<file path="config.mk">
export PLATFORM = sky130hd
export DESIGN_NAME = complex_mul_seq
export DESIGN_NICKNAME = d
export VERILOG_FILES = /design/src/rtl/complex_mul_seq_pkg.sv /design/src/rtl/cmul_mac_unit.sv /design/src/rtl/complex_mul_seq.sv
export SDC_FILE = /design/constraint.sdc
export NUM_CORES = 1
export LEC_CHECK = 0
export BUFFER_PORTS_ARGS = -buffer_cell sky130_fd_sc_hd__buf_2
export CORE_ASPECT_RATIO = 0.8
export CORE_UTILIZATION = 47
export DETAILED_ROUTE_END_ITERATION = 7
export PLACE_DENSITY = 0.67
export SLEW_MARGIN = 30
export SYNTH_ARGS = -nofsm -noshare
export SYNTH_HDL_FRONTEND = slang
export SYNTH_SLANG_ARGS = --single-unit
</file>
<file path="constraint.sdc">
create_clock -name clk -period 14 [get_ports clk]
set_input_delay 0.7 -clock clk [delete_from_list [all_inputs] [get_ports clk]]
set_output_delay 0.7 -clock clk [all_outputs]
set_load 0.01 [all_outputs]
</file>
<file path="src/rtl/complex_mul_seq_pkg.sv">
// Shared types and constants for the time-multiplexed complex multiplier.
// The controller state type and the add/sub select encoding live here so the
// controller and the multiply-accumulate unit agree on them.
package complex_mul_seq_pkg;

  // One state per multiplier cycle, bracketed by the idle and result-hold states
  typedef enum logic [2:0] {
    IDLE = 3'd0,
    MRR  = 3'd1,
    MII  = 3'd2,
    MIR  = 3'd3,
    MRI  = 3'd4,
    DONE = 3'd5
  } state_t;

  localparam logic OP_SUM = 1'b0;
  localparam logic OP_SUB = 1'b1;

endpackage

</file>
<file path="src/rtl/cmul_mac_unit.sv">
// Single WIDTH-bit multiplier feeding one add/sub stage with an accumulator.
// The product keeps only the low WIDTH bits and add/sub wraps modulo 2^WIDTH.
// result is combinational (acc op product) so the controller can capture it
// in the same cycle the operands are presented.
module cmul_mac_unit
  import complex_mul_seq_pkg::*;
#(
  parameter int WIDTH = 8
) (
  input  logic             clk,
  input  logic             rst_n,
  input  logic [WIDTH-1:0] mul_a,
  input  logic [WIDTH-1:0] mul_b,
  input  logic             op_sel,
  input  logic             acc_load,
  input  logic             acc_accum,
  output logic [WIDTH-1:0] result
);

  logic [WIDTH-1:0] product;
  logic [WIDTH-1:0] acc;

  // Low half of the product is identical for signed and unsigned operands
  always_comb begin
    product = mul_a * mul_b;
    if (op_sel == OP_SUB) begin
      result = acc - product;
    end else begin
      result = acc + product;
    end
  end

  // Accumulator either starts a new partial sum or folds in the current result
  always_ff @(posedge clk or negedge rst_n) begin
    if (!rst_n) begin
      acc <= '0;
    end else if (acc_load) begin
      acc <= product;
    end else if (acc_accum) begin
      acc <= result;
    end
  end

endmodule

</file>
<file path="src/rtl/complex_mul_seq.sv">
// Time-multiplexed complex multiplier: (aR + j aI) * (bR + j bI) computed over
// four cycles with one multiplier and one add/sub accumulator, valid/ready on
// both sides. Defining COMPLEX_MUL_SEQ_CONJ_EN adds the conj_b input, which
// selects A * conj(B) for the operand set accepted alongside it.
module complex_mul_seq
  import complex_mul_seq_pkg::*;
#(
  parameter int WIDTH = 8
) (
  input  logic             clk,
  input  logic             rst_n,
  input  logic             in_valid,
  output logic             in_ready,
  input  logic [WIDTH-1:0] a_real,
  input  logic [WIDTH-1:0] a_imag,
  input  logic [WIDTH-1:0] b_real,
  input  logic [WIDTH-1:0] b_imag,
`ifdef COMPLEX_MUL_SEQ_CONJ_EN
  input  logic             conj_b,
`endif
  output logic             out_valid,
  input  logic             out_ready,
  output logic [WIDTH-1:0] out_real,
  output logic [WIDTH-1:0] out_imag
);

  state_t           state;
  logic [WIDTH-1:0] a_real_q;
  logic [WIDTH-1:0] a_imag_q;
  logic [WIDTH-1:0] b_real_q;
  logic [WIDTH-1:0] b_imag_q;
  logic             conj_q;

  logic [WIDTH-1:0] mul_a;
  logic [WIDTH-1:0] mul_b;
  logic             op_sel;
  logic             acc_load;
  logic             acc_accum;
  logic [WIDTH-1:0] mac_result;

`ifdef COMPLEX_MUL_SEQ_CONJ_EN
  // Conjugate request is captured with the operands so it stays fixed per job
  always_ff @(posedge clk or negedge rst_n) begin
    if (!rst_n) begin
      conj_q <= 1'b0;
    end else if (state == IDLE && in_valid && in_ready) begin
      conj_q <= conj_b;
    end
  end
`else
  assign conj_q = 1'b0;
`endif

  // Operand routing and add/sub choice for each multiplier cycle
  always_comb begin
    mul_a     = a_real_q;
    mul_b     = b_real_q;
    op_sel    = OP_SUM;
    acc_load  = 1'b0;
    acc_accum = 1'b0;
    case (state)
      MRR: begin
        acc_load = 1'b1;
      end
      MII: begin
        mul_a     = a_imag_q;
        mul_b     = b_imag_q;
        op_sel    = conj_q ? OP_SUM : OP_SUB;
        acc_accum = 1'b1;
      end
      MIR: begin
        mul_a    = a_imag_q;
        mul_b    = b_real_q;
        acc_load = 1'b1;
      end
      MRI: begin
        mul_b     = b_imag_q;
        op_sel    = conj_q ? OP_SUB : OP_SUM;
        acc_accum = 1'b1;
      end
      default: begin
      end
    endcase
  end

  cmul_mac_unit #(
    .WIDTH(WIDTH)
  ) u_mac (
    .clk      (clk),
    .rst_n    (rst_n),
    .mul_a    (mul_a),
    .mul_b    (mul_b),
    .op_sel   (op_sel),
    .acc_load (acc_load),
    .acc_accum(acc_accum),
    .result   (mac_result)
  );

  // Sequencer: accept, four multiply cycles, then hold the result until taken
  always_ff @(posedge clk or negedge rst_n) begin
    if (!rst_n) begin
      state     <= IDLE;
      in_ready  <= 1'b1;
      out_valid <= 1'b0;
      out_real  <= '0;
      out_imag  <= '0;
      a_real_q  <= '0;
      a_imag_q  <= '0;
      b_real_q  <= '0;
      b_imag_q  <= '0;
    end else begin
      case (state)
        IDLE: begin
          if (in_valid && in_ready) begin
            a_real_q <= a_real;
            a_imag_q <= a_imag;
            b_real_q <= b_real;
            b_imag_q <= b_imag;
            in_ready <= 1'b0;
            state    <= MRR;
          end
        end
        MRR: begin
          state <= MII;
        end
        MII: begin
          out_real <= mac_result;
          state    <= MIR;
        end
        MIR: begin
          state <= MRI;
        end
        MRI: begin
          out_imag  <= mac_result;
          out_valid <= 1'b1;
          state     <= DONE;
        end
        DONE: begin
          if (out_valid && out_ready) begin
            out_valid <= 1'b0;
            in_ready  <= 1'b1;
            state     <= IDLE;
          end
        end
        default: begin
          out_valid <= 1'b0;
          in_ready  <= 1'b1;
          state     <= IDLE;
        end
      endcase
    end
  end

endmodule

</file>
==> results of run 1 <==
cells in the final DEF, fill, tap and decap left out, types with 3 or more instances in the layout:
cell type and instances:
nor3_1 4, buf_2 53, fa_1 13, clkbuf_16 9, nand2_1 54, xor2_1 7, o21ai_0 37, ha_1 24
o211ai_1 5, buf_4 4, nand3_1 7, nand2b_1 4, a221o_1 3, a22oi_1 10, mux2_2 31, o21bai_1 3
xnor2_1 17, a21o_1 4, or2_2 7, inv_1 32, nor2_1 35, a21oi_1 18, mux2i_1 6, dfrtp_1 60
o31ai_1 6, nor2b_1 4
logic make-up after synthesis:
| group | synth area share (%) |
|---|---|
| buf+inv | 5.359 |
| mux | 10.04 |
| fa+ha+maj | 12.57 |
| simple gates | 14.76 |
| compound gates | 16.58 |
| flops | 34.26 |
| xor+xnor | 6.425 |
per-layer routing:
layer	routed length (um)	up-vias
li1	-	1725
met1	5282	1758
met2	4609	113
met3	701	9
met4	71	0
met5	0	-
worst register-to-register path, delay by kind of cell, from the launching register on:
family / cells / cell delay [ns]
DFF: 1 / 0.98
AOI/OAI and AO/OA: 5 / 0.68
muxes: 1 / 0.47
buffers and inverters: 1 / 0.05
adders and majority gates: 6 / 2.25
xor gates and xnor gates: 4 / 1.00
and+or+nand+nor: 5 / 1.36
sequential cells by signal, summed over array words and instances (netlist names):
signal / cells
a_imag_q: 8
a_real_q: 8
b_imag_q: 8
b_real_q: 8
out_imag: 8
out_real: 8
u_mac.acc: 8
state: 3
in_ready: 1
out_valid: 1
final timing paths:
| kind | endpoint | slack (ns) | depth (start not counted) |
|---|---|---|---|
| worst max-delay path | u_mac.acc[7]$_DFFE_PN0P_ | 7.05 | 22 |
| worst max register to register | u_mac.acc[7]$_DFFE_PN0P_ | 7.05 | 22 |
| worst min-delay path | out_real[1]$_DFFE_PN0P_ | 0.47 | 2 |
| min in group asynchronous | out_imag[0]$_DFFE_PN0N_ | 0.54 | 2 |
| max in group asynchronous | a_imag_q[6]$_DFFE_PN0P_ | 12.95 | 2 |
| worst min register to register | out_real[1]$_DFFE_PN0P_ | 0.47 | 2 |
metrics by stage:
step,cells,hold WS [ns]
final,634,0.4693
after global routing,634,0.5025
after CTS,634,0.4775
after detailed placement,618,0.4580
after global placement,618,0.4586
after floorplan,468,0.4044
cell type report:
type / instances / area, um^2 / share of cell area, %
clock buffers: 13 / 260.3 / 5.129
clock inverters: 3 / 20.02 / 0.3946
inverters: 34 / 127.6 / 2.515
multi-input cells: 351 / 2699 / 53.19
flip-flops and latches: 61 / 1528 / 30.11
well taps: 115 / 143.9 / 2.836
repair buffers: 57 / 295.3 / 5.820
==> qor.csv, run 1 <==
stage,metric,value,unit
route,finalWirelength,10670,um
sta,fin_crit_sh,49.62,%
clocking,clkTransAtPathRegs,0.05,ns
yosys,synthTopCellsByArea,"dfrtp_1 (34%), mux2_2 (7.8%), ha_1 (6.7%)",
setup_path,worst-path-buf-inv,1,
yosys,synth_ff_type,dfrtp_1,
yosys,synth_top_area_share,33.67,%
floorplanning,die_area,9883,um^2
floorplanning,fp.coreArea,9115,um^2
hold_path,hold_path_startpoint,out_real[1]$_DFFE_PN0P_,
cells_and_area,antennaDiodeCount,0,
clocking,cts_setup_buffers,0,
yosys,synth_edf_count,0,
route,vias_per_cell,5.686,
yosys,yosysMostFrequentCell,dfrtp_1,
sta,fmax,143.9,MHz
global_routing,track_usage,22.41,%
clocking,clock_sinks,61,
sta,setup_tns,0,ns
sta,tightest_slew,0.9861,ns
yosys,synth_common_cells,"dfrtp_1 (60), nand2_1 (54), o21ai_0 (37)",
placed_design,portBuffers,53,
floorplanning,rows,31,
setup_path,startpoint_type,register,
placed_design,gp_congestion,0.8892,
yosys,syn_nets,541,
yosys,netlist_instances,468,
yosys,yosysWarnings,0,
floorplanning,die_x,110.9,um
cells_and_area,layout-drive-gt1-share,25.05,%
clocking,cts_tree,built,
cells_and_area,synthToLayoutAreaGrowth,13.78,%
clocking,cts_max_level,3,
yosys,netlist_area,4459,um^2
placed_design,hpwl,7810,um
cells_and_area,fillers,787,
route,drt_pass1_iterations,6,
sta,hold_viol,0,
global_routing,grt.busiest_layer,met1,
floorplanning,top_level_ports,54,
setup_path,critical_path.max_stage_delay,0.98,ns
cells_and_area,finalNetCount,587,
sta,relSlewSlack,34.26,%
global_routing,grt_use_met1,33.85,%
setup_path,rr_startpoint,state[1]$_DFFE_PN0P_,
setup_path,slowest_stage,dfrtp_1,
setup_path,cp_cell_sequence,"xnor2_1, nor2_1, mux2i_1, nor2_1, ha_1, fa_1, ha_1, inv_1, fa_1, fa_1, xnor2_1, nand3b_1, o21ai_0, xor2_1, ha_1, or3_1, o21ai_0, a21oi_1, xnor2_2, nor4b_1, o31ai_1, o311ai_1",
route,drc,0,
yosys,yosysTopAreaCell,dfrtp_1,
yosys,synth-seq-area-share,34.26,%
global_routing,grt_pass1_vias,3354,
cells_and_area,final_util,55.66,%
placed_design,placedInstanceArea,4793,um^2
sta,rsz0062_at_grt,no,
setup_path,worstPathRequired,14.18,ns
global_routing,overflow,0,
setup_path,crit_arrival,7.13,ns
sta,setup_slack,7.053,ns
yosys,synthArstFlopShare,100.0,%
route,ant_nets,0,
sta,clock_skew,0.004927,ns
clocking,cts_resized,0,
hold_path,hold_path_class,register to register,
job,drv_cap,0,
clocking,clk_latency,0.32,ns
sta,drv_slew,0,
floorplanning,initial_utilization,48.92,%
clocking,numCtsBuffers,9,
setup_path,critPathTopFamily,adder cells,
global_routing,grt_pass1_wl,17340,um
setup_path,critPathMaxFanout,26,
clocking,cts_root_buffer,clkbuf_16,
yosys,synth_cell_type_count,70,
route,drt_iter0_markers,211,
route,via_count,3605,
sta,min_period,6.947,ns
setup_path,end_kind,register,
run_status,status,finished clean,
route,wl_per_cell,16.82,um
setup_path,path_class,register to register,
global_routing,grt_util_met2,32.98,%
setup_path,critPathLaunch,state[1]$_DFFE_PN0P_,
placed_design,dp_slack,7.138,ns
yosys,synth_area_per_cell,9.528,um^2
global_routing,grt_max_degree,62,
clocking,hold_buffers,0,
cells_and_area,design_area,5074,um^2
yosys,ys_ff_latch,61,
global_routing,met3_usage,4.814,%
clocking,clk_path_buf_depth,2,
global_routing,antenna_found_initial,0,
floorplanning,die_h,89.12,um
sta,setup_violations,0,
Power of run 1 is not shown: default switching activity piles up to over one toggle a cycle in this logic, so the estimate is an artifact.
==> run 2: changes to the inputs <==
Clock period 14 ns to 7.1 ns, I/O delays scaled along.
==> qor.csv, run 2 (same netlist as run 1, synthesis figures left out) <==
stage,metric,value,unit,change
clocking,cts_resized,0,,unchanged
sta,fmax,157.9,MHz,+9.7%
job,drv_cap,0,,unchanged
sta,rsz0062_at_grt,no,,
global_routing,grt_max_degree,62,,unchanged
route,ant_nets,0,,unchanged
placed_design,dp_slack,1.017,ns,-6.120 ns
sta,tightest_slew,0.9271,ns,-0.05898 ns
clocking,clk_path_buf_depth,2,,unchanged
floorplanning,die_area,9883,um^2,unchanged
placed_design,portBuffers,53,,unchanged
clocking,cts_setup_buffers,0,,unchanged
sta,min_period,6.332,ns,-0.6146 ns
sta,setup_tns,0,ns,unchanged
cells_and_area,layout-drive-gt1-share,25.81,%,+0.76 points
route,drc,0,,unchanged
setup_path,crit_arrival,6.52,ns,-0.61 ns
route,via_count,3609,,+0.11%
floorplanning,fp.coreArea,9115,um^2,unchanged
global_routing,grt_pass1_wl,17190,um,-0.88%
clocking,numCtsBuffers,9,,unchanged
cells_and_area,layout_commonest_cell,dfrtp_1,,
clocking,cts_root_buffer,clkbuf_16,,
sta,setup_slack,0.7676,ns,-6.285 ns
setup_path,startpoint_type,register,,
hold_path,hold_path_class,primary input to async pin,,
sta,fin_crit_sh,89.19,%,+40 points
clocking,cts_max_level,3,,unchanged
floorplanning,die_x,110.9,um,unchanged
setup_path,path_class,register to register,,
clocking,clk_latency,0.33,ns,about the same
floorplanning,initial_utilization,48.92,%,unchanged
route,drt_pass1_iterations,5,,-1
clocking,clock_sinks,61,,unchanged
clocking,clkTransAtPathRegs,0.05,ns,about the same
placed_design,hpwl,7749,um,-0.78%
floorplanning,die_h,89.12,um,unchanged
setup_path,critPathMaxFanout,34,,+31%
cells_and_area,multiInputGateArea,2699,um^2,unchanged
sta,setup_violations,0,,unchanged
global_routing,antenna_found_initial,0,,unchanged
cells_and_area,seq_area,1528,um^2,unchanged
route,drt_iter0_markers,233,,+10%
floorplanning,top_level_ports,54,,unchanged
setup_path,end_kind,register,,
run_status,status,finished clean,,
cells_and_area,finalNetCount,591,,+0.68%
cells_and_area,antennaDiodeCount,0,,unchanged
cells_and_area,synthToLayoutAreaGrowth,14.73,%,
route,wl_per_cell,16.74,um,-0.48%
sta,drv_slew,0,,unchanged
placed_design,gp_congestion,0.8724,,-1.9%
route,vias_per_cell,5.657,,-0.52%
global_routing,grt_pass1_vias,3369,,+0.45%
cells_and_area,fillers,773,,-1.8%
sta,hold_viol,0,,unchanged
sta,relSlewSlack,37.96,%,+3.7 points
route,finalWirelength,10680,um,+0.15%
sta,clock_skew,0.004804,ns,-0.0001238 ns
setup_path,worstPathRequired,7.29,ns,-6.89 ns
floorplanning,rows,31,,unchanged
clocking,cts_tree,built,,
global_routing,track_usage,22.36,%,-0.049 points
clocking,hold_buffers,0,,unchanged
cells_and_area,layout_common_cells,"dfrtp_1 (60), nand2_1 (54), buf_2 (53), o21ai_0 (37), nor2_1 (35)",,
global_routing,overflow,0,,unchanged
[run 2: changes by cell type in the layout (fill, tap and decap cells not counted)]
cell / delta
clkbuf_8: -2
clkbuf_1: -1
bufinv_16: +1
clkinv_2: +1
clkinv_4: +1
buf_4: +4
[run 2: worst paths after layout]
kind	startpoint	to	slack, ns	cells after the start
worst max-delay path	state[2]$_DFFE_PN0P_	u_mac.acc[7]$_DFFE_PN0P_	0.77	23
worst min-delay path	rst_n	out_real[2]$_DFFE_PN0P_	0.20	2
worst max register to register	state[2]$_DFFE_PN0P_	u_mac.acc[7]$_DFFE_PN0P_	0.77	23
worst min register to register	out_real[1]$_DFFE_PN0P_	out_real[1]$_DFFE_PN0P_	0.47	2
max in group asynchronous	rst_n	a_imag_q[3]$_DFFE_PN0P_	6.39	2
min in group clk	a_real[6]	a_real_q[6]$_DFFE_PN0P_	0.23	3
[run 2: worst max-delay path: stages, from the launching register on]
cell,delay (ns)
dfrtp_1,0.53
buf_4,0.40
and3b_1,0.24
a21oi_1,0.46
nor2_1,0.14
fa_1,0.51
ha_1,0.32
ha_1,0.28
inv_1,0.05
fa_1,0.53
inv_1,0.04
ha_1,0.32
xnor2_1,0.30
nand3b_1,0.21
o21ai_0,0.15
xor2_1,0.23
ha_1,0.23
or3_1,0.34
o21ai_0,0.07
a21oi_1,0.09
xnor2_2,0.28
nor4b_1,0.11
o31ai_1,0.23
o311ai_1,0.13
[run 2: per-stage QoR]
stage / std cells / hold slack (ns) / utilization (%) / cell area (um^2)
2_1_floorplan: 468 / 0.05941 / - / 4459
4_1_cts: 638 / 0.2250 / 56.13 / 5116
3_5_place_dp: 622 / 0.4584 / 52.92 / 4823
3_3_place_gp: 622 / 0.4533 / 52.92 / 4823
6_report: 638 / 0.2049 / 56.13 / 5116
5_1_grt: 638 / 0.2469 / 56.13 / 5116
[run 2: layout make-up]
type	instances	area share [%]
well taps	115	2.812
clock inverters	6	1.247
repair buffers	61	6.359
clock buffers	10	4.475
inverters	34	2.494
flip-flops and latches	61	29.86
multi-input cells	351	52.75
[run 2: routing by layer]
layer	global-route usage (%)	part of all wire [%]	vias to the layer above
met5	0	0	-
met4	7.758	1.7	0
met3	4.678	6.5	17
met2	32.52	43	125
met1	33.06	48	1738
li1	-	-	1729
Power of run 2 is left out for the same reason.
==> run 3: changes to the inputs <==
Settings changed: CORE_ASPECT_RATIO 0.8 to default, SYNTH_HIERARCHICAL from default to 1.
==> qor.csv, run 3 <==
stage,metric,value,unit,change
floorplanning,die_h,94.59,um,+6.1%
global_routing,overflow,0,,unchanged
cells_and_area,finalNetCount,486,,-18%
setup_path,crit_arrival,6.38,ns,-0.14 ns
setup_path,path_class,register to register,,
global_routing,grt_pass1_vias,2777,,-18%
floorplanning,die_x,94.59,um,-15%
clocking,cts_setup_buffers,0,,unchanged
clocking,cts_root_buffer,clkbuf_8,,
clocking,cts_tree,built,,
yosys,synthAdderAreaFrac,13.91,%,+1.3 points
route,finalWirelength,7774,um,-27%
cells_and_area,synthToLayoutAreaGrowth,13.35,%,
sta,relSlewSlack,48.48,%,+11 points
cells_and_area,layout_common_cells,"mux2_2 (60), dfrtp_1 (60), buf_2 (53), inv_1 (32), nand2_1 (25)",,
placed_design,dp_slack,0.9461,ns,-0.07102 ns
hold_path,hold_path_class,primary input to async pin,,
global_routing,track_usage,19.38,%,-3.0 points
setup_path,cpMostUsedCell,ha_1,,
route,top_layer,met4,,
yosys,yosysTopAreaCell,dfrtp_1,,
yosys,synth_top_area_share,37.27,%,+3.6 points
route,drt_pass1_iterations,4,,-1
global_routing,antenna_found_initial,0,,unchanged
sta,clock_skew,0.01113,ns,+0.006327 ns
route,ant_nets,0,,unchanged
yosys,synth_top_family_by_area,multiplexers,,
clocking,clk_latency,0.34,ns,about the same
yosys,synth_common_cells,"dfrtp_1 (60), mux2_2 (60), inv_1 (32)",,
route,dr_wl_met2,3687,um,-20%
sta,setup_violations,0,,unchanged
setup_path,worst-path-buf-inv,3,,unchanged
job,drv_cap,0,,unchanged
floorplanning,top_level_ports,54,,unchanged
yosys,synth_area_per_cell,11.29,um^2,+18%
route,met1_length,3688,um,-29%
yosys,yosysWarnings,6,,+6
floorplanning,die_area,8946,um^2,-9.5%
sta,fin_crit_sh,86.60,%,-2.6 points
setup_path,critPathMaxFanout,15,,-56%
setup_path,rrSetupSlack,0.95,ns,+0.18 ns
yosys,synth_compound_area_share,6.491,%,-10 points
route,drt_iter0_markers,93,,-60%
global_routing,grt_max_degree,62,,unchanged
setup_path,slowest_stage,fa_1,,
clocking,numCtsBuffers,9,,unchanged
setup_path,critical_path.max_stage_delay,0.55,ns,+0.02 ns
sta,tightest_slew,0.7728,ns,-0.1543 ns
yosys,netlist_instances,357,,-24%
yosys,synth-xor-area-share,6.863,%,+0.44 points
clocking,clock_sinks,61,,unchanged
placed_design,hpwl,5805,um,-25%
yosys,ys_ff_latch,61,,unchanged
cells_and_area,final_util,55.30,%,-0.83 points
clocking,cts_max_level,3,,unchanged
placed_design,portBuffers,53,,unchanged
floorplanning,fp.coreArea,8258,um^2,-9.4%
placed_design,dpl.cell_count,507,,-18%
clocking,cts_resized,0,,unchanged
cells_and_area,layout-drive-gt1-share,36.12,%,+10 points
setup_path,startpoint_type,register,,
yosys,synth-seq-area-share,37.92,%,+3.7 points
run_status,status,finished clean,,
sta,setup_tns,0,ns,unchanged
cells_and_area,fillers,752,,-2.7%
setup_path,end_kind,register,,
sta,hold_viol,0,,unchanged
yosys,synth_edf_count,0,,unchanged
sta,fmax,162.6,MHz,+3.0%
floorplanning,rows,33,,+6.5%
global_routing,grt_pass1_wl,13260,um,-23%
route,drc,0,,unchanged
yosys,synth_ff_type,dfrtp_1,,
cells_and_area,final_cells,523,,-18%
yosys,synthArstFlopShare,100.0,%,unchanged
yosys,yosys.area_share.simple,10.43,%,-4.3 points
clocking,clkTransAtPathRegs,0.08,ns,+0.03 ns
sta,rsz0062_at_grt,no,,
yosys,synth_cell_type_count,46,,-34%
clocking,hold_buffers,0,,unchanged
yosys,syn_nets,430,,-21%
route,vias_per_cell,5.180,,-8.4%
sta,min_period,6.149,ns,-0.1838 ns
route,met3_length,303,um,-56%
clocking,clk_path_buf_depth,2,,unchanged
yosys,synthTopCellsByArea,"dfrtp_1 (37%), mux2_2 (17%), ha_1 (7.5%)",,
sta,drv_slew,0,,unchanged
yosys,netlist_area,4029,um^2,-9.7%
setup_path,critPathTopFamily,adder cells,,
setup_path,cp_cell_sequence,"nand2b_1, a21oi_4, buf_4, mux2_2, and2_2, ha_1, ha_1, inv_1, fa_1, fa_1, inv_1, ha_1, nor3b_1, nor2_1, xnor2_1, ha_1, o41ai_1, xor2_1, xnor2_1, mux2_2",,
setup_path,worstPathRequired,7.33,ns,+0.04 ns
route,via_count,2709,,-25%
route,wl_per_cell,14.86,um,-11%
yosys,synthMuxAreaShare,19.38,%,+9.3 points
cells_and_area,antennaDiodeCount,0,,unchanged
placed_design,gp_congestion,0.8396,,-3.8%
sta,setup_slack,0.9515,ns,+0.1838 ns
floorplanning,initial_utilization,48.79,%,-0.13 points
==> run 3: area by class of cell <==
class | instances | area, um^2 | area share, %
Multi-Input combinational cell | 253 | 2302 | 50.41
Sequential cell | 61 | 1528 | 33.45
Clock buffer | 9 | 123.9 | 2.712
Tap cell | 105 | 131.4 | 2.877
Timing Repair Buffer | 56 | 287.8 | 6.301
Inverter | 32 | 120.1 | 2.630
Clock inverter | 7 | 73.82 | 1.616
==> run 3: cells by family (layout without fill, tap and decap cells) <==
group / count (synthesis) / after routing
DFF: 61 / 61
buffers and inverters: 43 / 104
AOI/OAI and AO/OA: 39 / 39
muxes: 70 / 70
and+or+nand+nor: 78 / 78
xor gates and xnor gates: 29 / 29
adders and majority gates: 37 / 37
==> run 3: per-stage QoR <==
| stage | hold slack [ns] | area [um^2] |
|---|---|---|
| 4_1_cts | 0.1908 | 4564 |
| 3_3_place_gp | 0.4658 | 4367 |
| 2_1_floorplan | 0.05941 | 4029 |
| 6_report | 0.1637 | 4567 |
| 5_1_grt | 0.2257 | 4567 |
| 3_5_place_dp | 0.4770 | 4367 |
==> run 3: worst reg2reg max path, cell delays in order (launching register included) <==
cell and delay, ns:
dfrtp_1 0.53, nand2b_1 0.50, a21oi_4 0.34, buf_4 0.29
mux2_2 0.38, and2_2 0.20, ha_1 0.28, ha_1 0.28
inv_1 0.05, fa_1 0.50, fa_1 0.55, inv_1 0.04
ha_1 0.29, nor3b_1 0.29, nor2_1 0.12, xnor2_1 0.14
ha_1 0.19, o41ai_1 0.40, xor2_1 0.29, xnor2_1 0.12
mux2_2 0.27
==> run 3: path summary, 6_finish.rpt <==
kind / startpoint / endpoint / depth (start not counted)
worst max register to register: state[2]$_DFFE_PN0P_ / out_imag[7]$_DFFE_PN0P_ / 20
min in group clk: a_real[3] / a_real_q[3]$_DFFE_PN0P_ / 2
worst max-delay path: state[2]$_DFFE_PN0P_ / out_imag[7]$_DFFE_PN0P_ / 20
worst min register to register: a_imag_q[2]$_DFFE_PN0P_ / a_imag_q[2]$_DFFE_PN0P_ / 1
max in group asynchronous: rst_n / a_real_q[4]$_DFFE_PN0P_ / 2
worst min-delay path: rst_n / out_imag[3]$_DFFE_PN0P_ / 2
==> run 3: layer usage <==
| metal | up-vias | global-route usage [%] |
|---|---|---|
| met5 | - | 0 |
| met4 | 0 | 6.944 |
| met3 | 9 | 3.462 |
| met2 | 58 | 30.50 |
| met1 | 1321 | 26.80 |
| li1 | 1321 | - |
Power of run 3 is left out for the same reason.
